`src/rtl/alu_pkg.sv`:
```
// Shared definitions for the multiply/divide sequencer: operation encodings,
// FSM state encoding and the default operand width.
// Optional feature macro used by the sequencer: MULDIV_DIV_EN (divide support).
package alu_pkg;

    localparam int DEF_WIDTH = 32;

    typedef enum logic [1:0] {
        OP_MULT  = 2'b00,
        OP_MULTU = 2'b01,
        OP_DIV   = 2'b10,
        OP_DIVU  = 2'b11
    } op_e;

    typedef enum logic [2:0] {
        IDLE = 3'd0,
        PREP = 3'd1,
        RUN  = 3'd2,
        FIX  = 3'd3,
        DONE = 3'd4
    } state_e;

    // Divide ops have op[1] set
    function automatic logic op_is_div(input logic [1:0] op);
        return op[1];
    endfunction

    // Signed ops have op[0] clear
    function automatic logic op_is_signed(input logic [1:0] op);
        return ~op[0];
    endfunction

endpackage

```
`src/rtl/muldiv_step.sv`:
```
// One iteration of the shared shift/add-subtract datapath.
// Multiply: add the multiplicand when the current multiplier bit is set, then
// shift the 2*WIDTH accumulator right (LSB-first).
// Divide (only with MULDIV_DIV_EN): shift the next dividend bit into the
// partial remainder and keep the trial subtraction if it does not go negative
// (restoring division, MSB-first). Accumulator = {remainder, quotient}.
module muldiv_step
    import alu_pkg::*;
#(
    parameter int WIDTH = DEF_WIDTH
) (
    input  logic               is_div,
    input  logic               step_bit,
    input  logic [2*WIDTH-1:0] acc,
    input  logic [WIDTH-1:0]   a_mag,
    input  logic [WIDTH-1:0]   b_mag,
    output logic [2*WIDTH-1:0] acc_next
);

    logic [WIDTH:0] mul_sum;
`ifdef MULDIV_DIV_EN
    logic [WIDTH:0] rem_shift;
    logic [WIDTH:0] trial;
`else
    logic unused_nodiv;
    assign unused_nodiv = &{1'b0, is_div, b_mag, acc[0]};
`endif

    // Single iteration: multiply path by default, divide path overrides it
    // NOTE: every signal written here gets a value first, so no latch is inferred.
    always_comb begin
        mul_sum  = {1'b0, acc[2*WIDTH-1:WIDTH]} + (step_bit ? {1'b0, a_mag} : '0);
        acc_next = {mul_sum, acc[WIDTH-1:1]};
`ifdef MULDIV_DIV_EN
        rem_shift = {acc[2*WIDTH-1:WIDTH], step_bit};
        trial     = rem_shift - {1'b0, b_mag};
        if (is_div) begin
            if (!trial[WIDTH]) begin
                acc_next = {trial[WIDTH-1:0], acc[WIDTH-2:0], 1'b1};
            end else begin
                acc_next = {rem_shift[WIDTH-1:0], acc[WIDTH-2:0], 1'b0};
            end
        end
`endif
    end

endmodule

```
`src/rtl/muldiv_seq.sv`:
```
// Multi-cycle multiply/divide sequencer owning the HI/LO register pair.
// One operand bit per clock; HI/LO also accept direct writes while idle.
// Optional feature: define MULDIV_DIV_EN to build DIV/DIVU support; without it
// a divide start completes immediately with HI/LO unchanged.
module muldiv_seq
    import alu_pkg::*;
#(
    parameter int WIDTH = DEF_WIDTH
) (
    input  logic             clk,
    input  logic             rst_b,
    input  logic             start_i,
    input  logic [1:0]       op_i,
    input  logic [WIDTH-1:0] a_i,
    input  logic [WIDTH-1:0] b_i,
    input  logic             hi_we_i,
    input  logic             lo_we_i,
    input  logic [WIDTH-1:0] wdata_i,
    output logic             busy_o,
    output logic             done_o,
    output logic [WIDTH-1:0] hi_o,
    output logic [WIDTH-1:0] lo_o,
    output logic             div_by_zero_o
);

    localparam int CW = $clog2(WIDTH);

    state_e             state;
    state_e             state_nxt;
    logic [1:0]         op_q;
    logic [WIDTH-1:0]   a_q;        // raw operand after start, magnitude after PREP
    logic [WIDTH-1:0]   b_q;
    logic               neg_q;      // negate product / quotient
    logic [2*WIDTH-1:0] acc;
    logic [2*WIDTH-1:0] acc_step;
    logic [CW-1:0]      cnt;
    logic               is_div;
    logic               is_sgn;
    logic               step_bit;
    logic [2*WIDTH-1:0] prod_fix;
    logic [WIDTH-1:0]   res_hi;
    logic [WIDTH-1:0]   res_lo;
`ifdef MULDIV_DIV_EN
    logic               neg_r;      // negate remainder
    logic               dbz_q;
    logic               b_zero;
    logic [CW-1:0]      div_idx;
`endif

    assign is_div = op_is_div(op_q);
    assign is_sgn = op_is_signed(op_q);

`ifdef MULDIV_DIV_EN
    assign b_zero        = (b_q == '0);
    assign div_idx       = CW'(WIDTH - 1) - cnt;
    assign step_bit      = is_div ? a_q[div_idx] : b_q[cnt];
    assign div_by_zero_o = dbz_q;
`else
    assign step_bit      = b_q[cnt];
    assign div_by_zero_o = 1'b0;
`endif

    muldiv_step #(.WIDTH(WIDTH)) u_step (
        .is_div   (is_div),
        .step_bit (step_bit),
        .acc      (acc),
        .a_mag    (a_q),
        .b_mag    (b_q),
        .acc_next (acc_step)
    );

    // FSM state register
    // NOTE: sequential state uses non-blocking assignments so every register samples pre-edge values.
    always_ff @(posedge clk or posedge rst_b) begin
        if (rst_b) begin
            state <= IDLE;
        end else begin
            state <= state_nxt;
        end
    end

    // Next-state decode and state-decoded status outputs
    always_comb begin
        state_nxt = state;
        busy_o    = (state != IDLE);
        done_o    = (state == DONE);
        case (state)
            IDLE: begin
                if (start_i) begin
`ifdef MULDIV_DIV_EN
                    state_nxt = PREP;
`else
                    state_nxt = op_is_div(op_i) ? DONE : PREP;
`endif
                end
            end
            PREP: begin
                state_nxt = RUN;
`ifdef MULDIV_DIV_EN
                if (is_div && b_zero) begin
                    state_nxt = DONE;
                end
`endif
            end
            RUN:     if (cnt == CW'(WIDTH - 1)) state_nxt = FIX;
            FIX:     state_nxt = DONE;
            DONE:    state_nxt = IDLE;
            default: state_nxt = IDLE;
        endcase
    end

    // Sign correction of the raw accumulator into HI/LO results
    always_comb begin
        prod_fix = neg_q ? ('0 - acc) : acc;
        res_hi   = prod_fix[2*WIDTH-1:WIDTH];
        res_lo   = prod_fix[WIDTH-1:0];
`ifdef MULDIV_DIV_EN
        if (is_div) begin
            res_lo = neg_q ? ('0 - acc[WIDTH-1:0]) : acc[WIDTH-1:0];
            res_hi = neg_r ? ('0 - acc[2*WIDTH-1:WIDTH]) : acc[2*WIDTH-1:WIDTH];
        end
`endif
    end

    // Operand capture, iteration, sign fix and HI/LO writes
    always_ff @(posedge clk or posedge rst_b) begin
        if (rst_b) begin
            op_q  <= '0;
            a_q   <= '0;
            b_q   <= '0;
            neg_q <= 1'b0;
            acc   <= '0;
            cnt   <= '0;
            hi_o  <= '0;
            lo_o  <= '0;
`ifdef MULDIV_DIV_EN
            neg_r <= 1'b0;
            dbz_q <= 1'b0;
`endif
        end else begin
            case (state)
                IDLE: begin
                    if (hi_we_i) hi_o <= wdata_i;
                    if (lo_we_i) lo_o <= wdata_i;
                    if (start_i) begin
                        op_q <= op_i;
                        a_q  <= a_i;
                        b_q  <= b_i;
`ifdef MULDIV_DIV_EN
                        dbz_q <= 1'b0;
`endif
                    end
                end
                PREP: begin
                    a_q   <= (is_sgn && a_q[WIDTH-1]) ? ('0 - a_q) : a_q;
                    b_q   <= (is_sgn && b_q[WIDTH-1]) ? ('0 - b_q) : b_q;
                    neg_q <= is_sgn & (a_q[WIDTH-1] ^ b_q[WIDTH-1]);
                    acc   <= '0;
                    cnt   <= '0;
`ifdef MULDIV_DIV_EN
                    neg_r <= is_sgn & a_q[WIDTH-1];
                    if (is_div && b_zero) begin
                        hi_o  <= a_q;
                        lo_o  <= '1;
                        dbz_q <= 1'b1;
                    end
`endif
                end
                RUN: begin
                    acc <= acc_step;
                    cnt <= cnt + 1'b1;
                end
                FIX: begin
                    hi_o <= res_hi;
                    lo_o <= res_lo;
                end
                default: ;
            endcase
        end
    end

endmodule

```
`config.mk`:
```
export PLATFORM = sky130hd
export DESIGN_NAME = muldiv_seq
export DESIGN_NICKNAME = d
export VERILOG_FILES = /design/src/rtl/alu_pkg.sv /design/src/rtl/muldiv_step.sv /design/src/rtl/muldiv_seq.sv
export SDC_FILE = /design/constraint.sdc
export NUM_CORES = 1
export LEC_CHECK = 0
export CAP_MARGIN = 20
export CORE_ASPECT_RATIO = 0.5
export CORE_UTILIZATION = 61
export DETAILED_ROUTE_END_ITERATION = 7
export HOLD_SLACK_MARGIN = 0.06
export MAX_ROUTING_LAYER = met4
export PLACE_DENSITY_LB_ADDON = 0.2
export SLEW_MARGIN = 20
export SYNTH_ARGS = -nofsm -noshare
export SYNTH_HDL_FRONTEND = slang
export SYNTH_SLANG_ARGS = --single-unit
```
`constraint.sdc`:
```
create_clock -name clk -period 15 [get_ports clk]
set_clock_uncertainty 0.15 [all_clocks]
set_input_delay 3 -clock clk [delete_from_list [all_inputs] [get_ports clk]]
set_output_delay 3 -clock clk [all_outputs]
set_load 0.01 [all_outputs]
```
==> results of run 1 <==
==> sequential cells by signal (all words and copies together) (netlist names) <==
| register | cells |
|---|---|
| lo_o | 32 |
| hi_o | 32 |
| acc | 64 |
| op_q | 1 |
| a_q | 32 |
| state | 3 |
| b_q | 32 |
| cnt | 5 |
| neg_q | 1 |
==> worst max-delay path, stage by stage (launching register included) <==
cell,delay (ns)
dfrtp_1,0.50
nor3_1,0.79
inv_1,0.10
clkdlybuf4s50_1,0.51
==> cells by family (layout without fill, tap and decap cells) <==
kind of cell,Yosys count,count (layout),synth area share
xor gates and xnor gates,83,83,0.0550
adders and majority gates,38,38,0.0366
AOI/OAI and AO/OA,521,521,0.250
DFF,202,202,0.383
buffers and inverters,124,243,0.0356
muxes,52,52,0.0493
and+or+nand+nor,501,501,0.191
other,1,3,0.000284
==> synth_stat cells (all sizes together) (6+ instances only) <==
cell and number:
a22oi 16, or3 12, mux4 10, a21oi 140, nand4 6, inv 25
o22ai 25, o21ai 150, ha 37, a21o 10, o211ai 12, clkbuf 88
a211oi 39, o31ai 24, nor2 109, or2 10, buf 11, xnor2 39
o41ai 15, mux2i 38, dfrtp 202, nand2b 12, and3 11, or4 22
nor3 33, nand2 151, nor2b 61, xor2 44, a31oi 13, and2 8
a22o 34, nand3 28, o21a 6, nor4 18
==> where the power goes <==
group / total (mW) / leakage, nW / internal (mW) / switching [mW]
Combinational: 2.03 / 3.49 / 0.859 / 1.17
Sequential: 1.06 / 2.50 / 0.774 / 0.286
Clock: 0.543 / 0.330 / 0.310 / 0.233
==> routing by layer <==
metal / global-route usage / up-vias
li1: - / 5819
met1: 0.497 / 6123
met2: 0.540 / 571
met3: 0.0827 / 63
met4: 0.0673 / 0
met5: - / -
==> cells in the final DEF, fill, tap and decap left out, drive strengths merged, types with 11 or more instances in the layout <==
cell type        n
nand3           28
ha              37
nor2b           61
nand2b          12
dfrtp          202
clkdlybuf4s50  168
or3             12
buf             13
o31ai           24
nor2           109
o22ai           25
mux2i           38
nor3            33
a211oi          39
o211ai          12
a22oi           16
xnor2           39
xor2            44
a21oi          140
inv             25
a22o            34
nand2          151
o41ai           15
o21ai          150
or4             22
and3            11
a31oi           13
nor4            18
clkbuf          26
==> how the worst min path moves through the flow <==
stage / from / endpoint / slack (ns) / depth (start not counted)
2_1_floorplan: acc[0] / lo_o[0] / 0.31 / 2
3_3_place_gp: acc[0] / lo_o[0] / 0.35 / 2
3_5_place_dp: acc[0] / lo_o[0] / 0.37 / 2
4_1_cts: acc[0] / lo_o[0] / 0.39 / 2
5_1_grt: op_q[0] / neg_q / 0.41 / 1
6_report: acc[0] / lo_o[0] / 0.39 / 2
==> through the flow <==
stage | setup WS [ns] | total power [mW] | cells | util | hold slack, ns
after floorplan | 6.34 | 2.37 | 1522 | - | 0.313
after global placement | 9.64 | 2.96 | 1896 | 0.719 | 0.351
after detailed placement | 9.60 | 3.04 | 1896 | 0.719 | 0.369
after CTS | 9.45 | 3.60 | 1932 | 0.752 | 0.388
after global routing | 9.30 | 3.87 | 1935 | 0.753 | 0.409
final | 9.43 | 3.63 | 1935 | 0.753 | 0.388
==> cell type report <==
cell class	instances	area (sq um)	area share
Antenna cell	2	5.00	0.000318
Sequential cell	202	5050	0.322
Timing Repair Buffer	182	1790	0.114
Multi-Input combinational cell	1196	7720	0.491
Inverter	25	101	0.00645
Clock inverter	11	153	0.00971
Clock buffer	25	539	0.0343
Tap cell	292	365	0.0232
==> results by group, run 1 <==
STA
  • Period utilization: 0.371
  • RSZ-0062 raised after global routing: false
  • Setup tns final: 0 ns
  • Slew Viols, Final: 0
  • Crit path time final: 5.57 ns
  • Final setup fails: 0
  • Worst-margin pin slew: 1.10 ns
  • Hold Violations, Final: 0
  • Relative slew slack: 0.267
  • Max Freq: 179 MHz

Route
  • Routed vias: 12.6k
  • DRC Markers: 0
  • Drt first pass iters: 5
  • Met1 Wirelength: 17.1 mm
  • Uppermost routed layer: met4
  • Metal3 WL: 3.63 mm
  • DRT iter0 DRCs: 1,300
  • Routed WL: 38.9 mm
  • Met2 Wirelength: 17.5 mm
  • Routed WL per cell: 20.1 um
  • Avg Vias per Cell: 6.50
  • Remaining antenna violation count: 0

CTS
  • Setup Fix Bufs, Post-CTS: 0
  • Clock Path Buffers: 3
  • Worst-Skew Late Latency: 0.53 ns
  • H-tree levels: 1
  • CTS tree: done
  • Clock slew seen by the registers of the worst setup and hold paths: 0.07 ns
  • # hold bufs at CTS: 0
  • CTS buffer count: 20
  • Clk root buf: clkbuf_16
  • Clk sinks: 202
  • Post_cts resized: 0

Place
  • Dpl cell area: 15,000 sq um
  • Hpwl dp: 27.1 mm
  • GPL Wtd Cong: 0.922
  • Number of port buffers: 168

Synth
  • Synth Register Bits: 202
  • Top FF cell, synth: dfrtp_1
  • Synthesis warning total: 0
  • Syn Nets: 1,663
  • Area fraction of the dominant cell type after synthesis: 0.383
  • Post-synth EDFFs: 0
  • Top post-synthesis cells by area: dfrtp_1 (38%), a21oi_1 (5.3%), o21ai_0 (5.1%)
  • Synth unique cells: 76
  • Sequential share of the synthesized area: 0.383
  • Cells after Synth: 1,522
  • Area leader, netlist: dfrtp_1
  • Syn avg cell area: 8.68 sq um
  • Async S/R FF share, synth: 1.00
  • Mapped cell area: 13,200 sq um

Worst setup path
  • Crit path launch: state[1]
  • Worst path required time: 11.85 ns
  • Reg2reg path depth: 14
  • Setup crit end kind: primary output
  • Critical path arrival: 2.42 ns
  • Reg2Reg Launch Point: cnt[0]
  • Crit Path Max Fanout: 9
  • WS Path Type: flop to primary output
  • R2R Path End: acc[48]
  • R2R Setup Slk: 9.93 ns
  • Critical Path End: busy_o
  • Worst Setup Start Kind: flop

Floorplan
  • Die Wd: 210 um
  • CORE AREA: 20,900 sq um
  • DIE HEIGHT: 106 um
  • Initial core utilization: 0.633
  • I/O Pins: 170
  • Die area: 22,300 sq um
  • Cell Rows: 37

Power
  • Worst IR Drop VDD: 0.136 mV
  • Leak: 6.32 nW
  • PwrDens: 231 nW/um^2

Final layout
  • Synth-to-Final Area Change: 19.1%
  • Layout fillers: 1,513
  • Final Cell Area: 15,700 sq um
  • Post-layout nets: 1,768
  • Layout cells sized above 1: 0.0573

GRT
  • Tot GR Track Use: 0.357
  • Grt total ovfl: 0
  • Largest net degree at the start of global routing: 128
  • Number of antenna violations at the first check in global routing: 2
  • Vias in the first global route: 11.6k
  • First-pass GRT wire length: 61.7 mm

Min path
  • Hold Crit Class: flop to flop

Status
  • Status: finished clean

Flow run
  • Max-cap check violation count: 0
No activity file was read; power rests on OpenSTA's default activity.
==> inputs of run 2 (changes only) <==
CORE_UTILIZATION = 51   (was 61)
clock period = 4.9 ns   (was 15 ns; I/O delays follow)
==> run 2 against run 1 <==
Core utilization down 12 points. Via count fell by 1.5%. Setup slack worse by 9.1 ns. Critical path type is now flop to flop. Largest power group unchanged. Highest routed layer unchanged.
==> results by group, run 2 (same netlist as run 1, synthesis figures left out) <==
Power
  • Logic pwr share: 0.558
  • PwrDens: 707 nW/um^2
  • Sw frac: 0.460
  • Seq pwr share: 0.289
  • Overall power: 11.3 mW
  • Net Switching: 5.18 mW
  • Leak: 6.38 nW
  • Internal: 6.08 mW
  • Clock power share: 0.153
  • Worst IR Drop VDD: 0.329 mV

Final layout
  • Final Cell Area: 15,900 sq um
  • Layout fillers: 2,194
  • Layout cells sized above 1: 0.0630
  • Final Util: 0.629
  • Max reg flops: 64
  • # diodes: 0
  • Commonest non-fill, non-tap cell in the layout: dfrtp_1
  • Combined area of the multi-input logic cells: 7720 sq um
  • Most frequent cells in the layout: dfrtp_1 (200), clkdlybuf4s50_1 (168), nand2_1 (150)
  • Top reg by flops: acc
  • Synth-to-Final Area Change: 20.5%
  • Finished Layout Cells: 1,994
  • Register area: 5060 sq um
  • Post-layout nets: 1,778

STA
  • Final worst slack: 0.337 ns
  • Max Freq: 219 MHz
  • Hold slack: 0.399 ns
  • Worst-margin pin slew: 1.06 ns
  • Slew Viols, Final: 0
  • Crit path time final: 4.56 ns
  • Hold Violations, Final: 0
  • RSZ-0062 raised after global routing: false
  • Setup tns final: 0 ns
  • Relative slew slack: 0.291
  • Period utilization: 0.931
  • Final setup fails: 0

Flow run
  • Max-cap check violation count: 0

Route
  • Avg Vias per Cell: 6.21
  • DRC Markers: 0
  • Met1 Wirelength: 18.5 mm
  • Drt first pass iters: 5
  • Remaining antenna violation count: 0
  • Uppermost routed layer: met4
  • Metal3 WL: 2.55 mm
  • Met2 Wirelength: 18.0 mm
  • Routed WL per cell: 19.9 um
  • DRT iter0 DRCs: 1,284
  • Routed WL: 39.6 mm
  • Routed vias: 12.4k

CTS
  • Worst-Skew Late Latency: 0.52 ns
  • CTS tree: done
  • Clk root buf: clkbuf_16
  • Clock slew seen by the registers of the worst setup and hold paths: 0.07 ns
  • Clock Path Buffers: 3
  • CTS buffer count: 21
  • Setup Fix Bufs, Post-CTS: 0
  • # hold bufs at CTS: 0
  • Clk sinks: 202
  • H-tree levels: 1

GRT
  • First-pass GRT wire length: 63.8 mm
  • Tot GR Track Use: 0.308
  • Number of antenna violations at the first check in global routing: 0
  • Vias in the first global route: 11.8k
  • Largest net degree at the start of global routing: 125
  • Grt total ovfl: 0

Min path
  • Hold Path End: lo_o[0]
  • Hold Crit Class: flop to flop
  • Hold depth: 2
  • Launch point of the worst hold path: acc[0]

Floorplan
  • I/O Pins: 170
  • DIE HEIGHT: 116 um
  • Initial core utilization: 0.522
  • CORE AREA: 25,300 sq um
  • Cell Rows: 41
  • Die Wd: 230 um
  • Die area: 26,600 sq um

Place
  • Dpl cell area: 15,200 sq um
  • Number of port buffers: 168
  • Hpwl dp: 28.1 mm
  • GPL Wtd Cong: 0.937
  • Placed Cells incl. Taps: 1,958
  • Dpl ws: 0.0748 ns

Status
  • Status: finished clean

Worst setup path
  • Reg2reg path depth: 14
  • Worst path required time: 5.16 ns
  • Worst Setup Start Kind: flop
  • Setup crit end kind: flop
  • WS Path Type: flop to flop
  • R2R Path End: acc[62]
  • Crit Path Max Fanout: 32
  • R2R Setup Slk: 0.34 ns
  • Critical path arrival: 4.82 ns
  • Reg2Reg Launch Point: cnt[0]
==> run 2: cell types whose count changed in the layout (fill, tap and decap cells not counted), moves of 2 or more <==
| cell | previous run | this run |
|---|---|---|
| clkinv_2 | 3 | 1 |
| diode_2 | 2 | 0 |
| buf_4 | 12 | 20 |
| dfrtp_1 | 202 | 200 |
| buf_12 | 0 | 3 |
| clkbuf_1 | 3 | 5 |
| clkinvlp_4 | 3 | 1 |
| clkbuf_8 | 2 | 4 |
==> run 2: power by group through the flow <==
stage          sequential [mW]  clock (mW)  combinational [mW]
6_report                  3.25        1.72                6.29
3_3_place_gp              3.21           0                6.05
3_5_place_dp              3.25           0                6.19
2_1_floorplan             3.06           0                4.20
5_1_grt                   3.35        1.81                6.89
4_1_cts                   3.22        1.74                6.23
==> run 2: worst max-delay path by stage <==
stage / startpoint / endpoint / slack, ns / cells past startpoint
3_5_place_dp: cnt[0] / acc[62] / 0.07 / 14
5_1_grt: cnt[0] / acc[51] / 0.07 / 13
4_1_cts: cnt[0] / acc[62] / 0.08 / 14
2_1_floorplan: cnt[0] / acc[62] / 0.08 / 15
3_3_place_gp: cnt[0] / acc[62] / 0.27 / 13
6_report: cnt[0] / acc[62] / 0.34 / 14
==> run 2: area by class of cell <==
class,instances,share of cell area
well taps,344,0.0270
multi-input cells,1196,0.485
repair buffers,191,0.119
flip-flops and latches,202,0.318
clock inverters,6,0.00708
clock buffers,30,0.0377
inverters,25,0.00613
==> run 2: critical path, stage by stage (launching register included) <==
cell	delay, ns
dfrtp_4	0.54
mux4_2	0.53
mux4_2	0.49
mux2i_2	0.24
buf_12	0.23
nand2b_1	0.19
inv_1	0.07
ha_1	0.29
a211oi_1	0.10
o211ai_1	0.20
nand3_1	0.15
a2111oi_2	0.54
a211oi_1	0.20
o211a_1	0.26
a221o_1	0.26
==> run 2: repair_timing <==
item                                    CTS  global route
resized for setup                         0             3
endpoints found under the setup margin    0            13
endpoints found under the hold margin     0             0
==> run 2: metal layers <==
layer | vias up | global-route usage
met1 | 6090 | 0.428
li1 | 5838 | -
met4 | 0 | 0.0569
met3 | 53 | 0.0531
met2 | 410 | 0.478
met5 | - | -
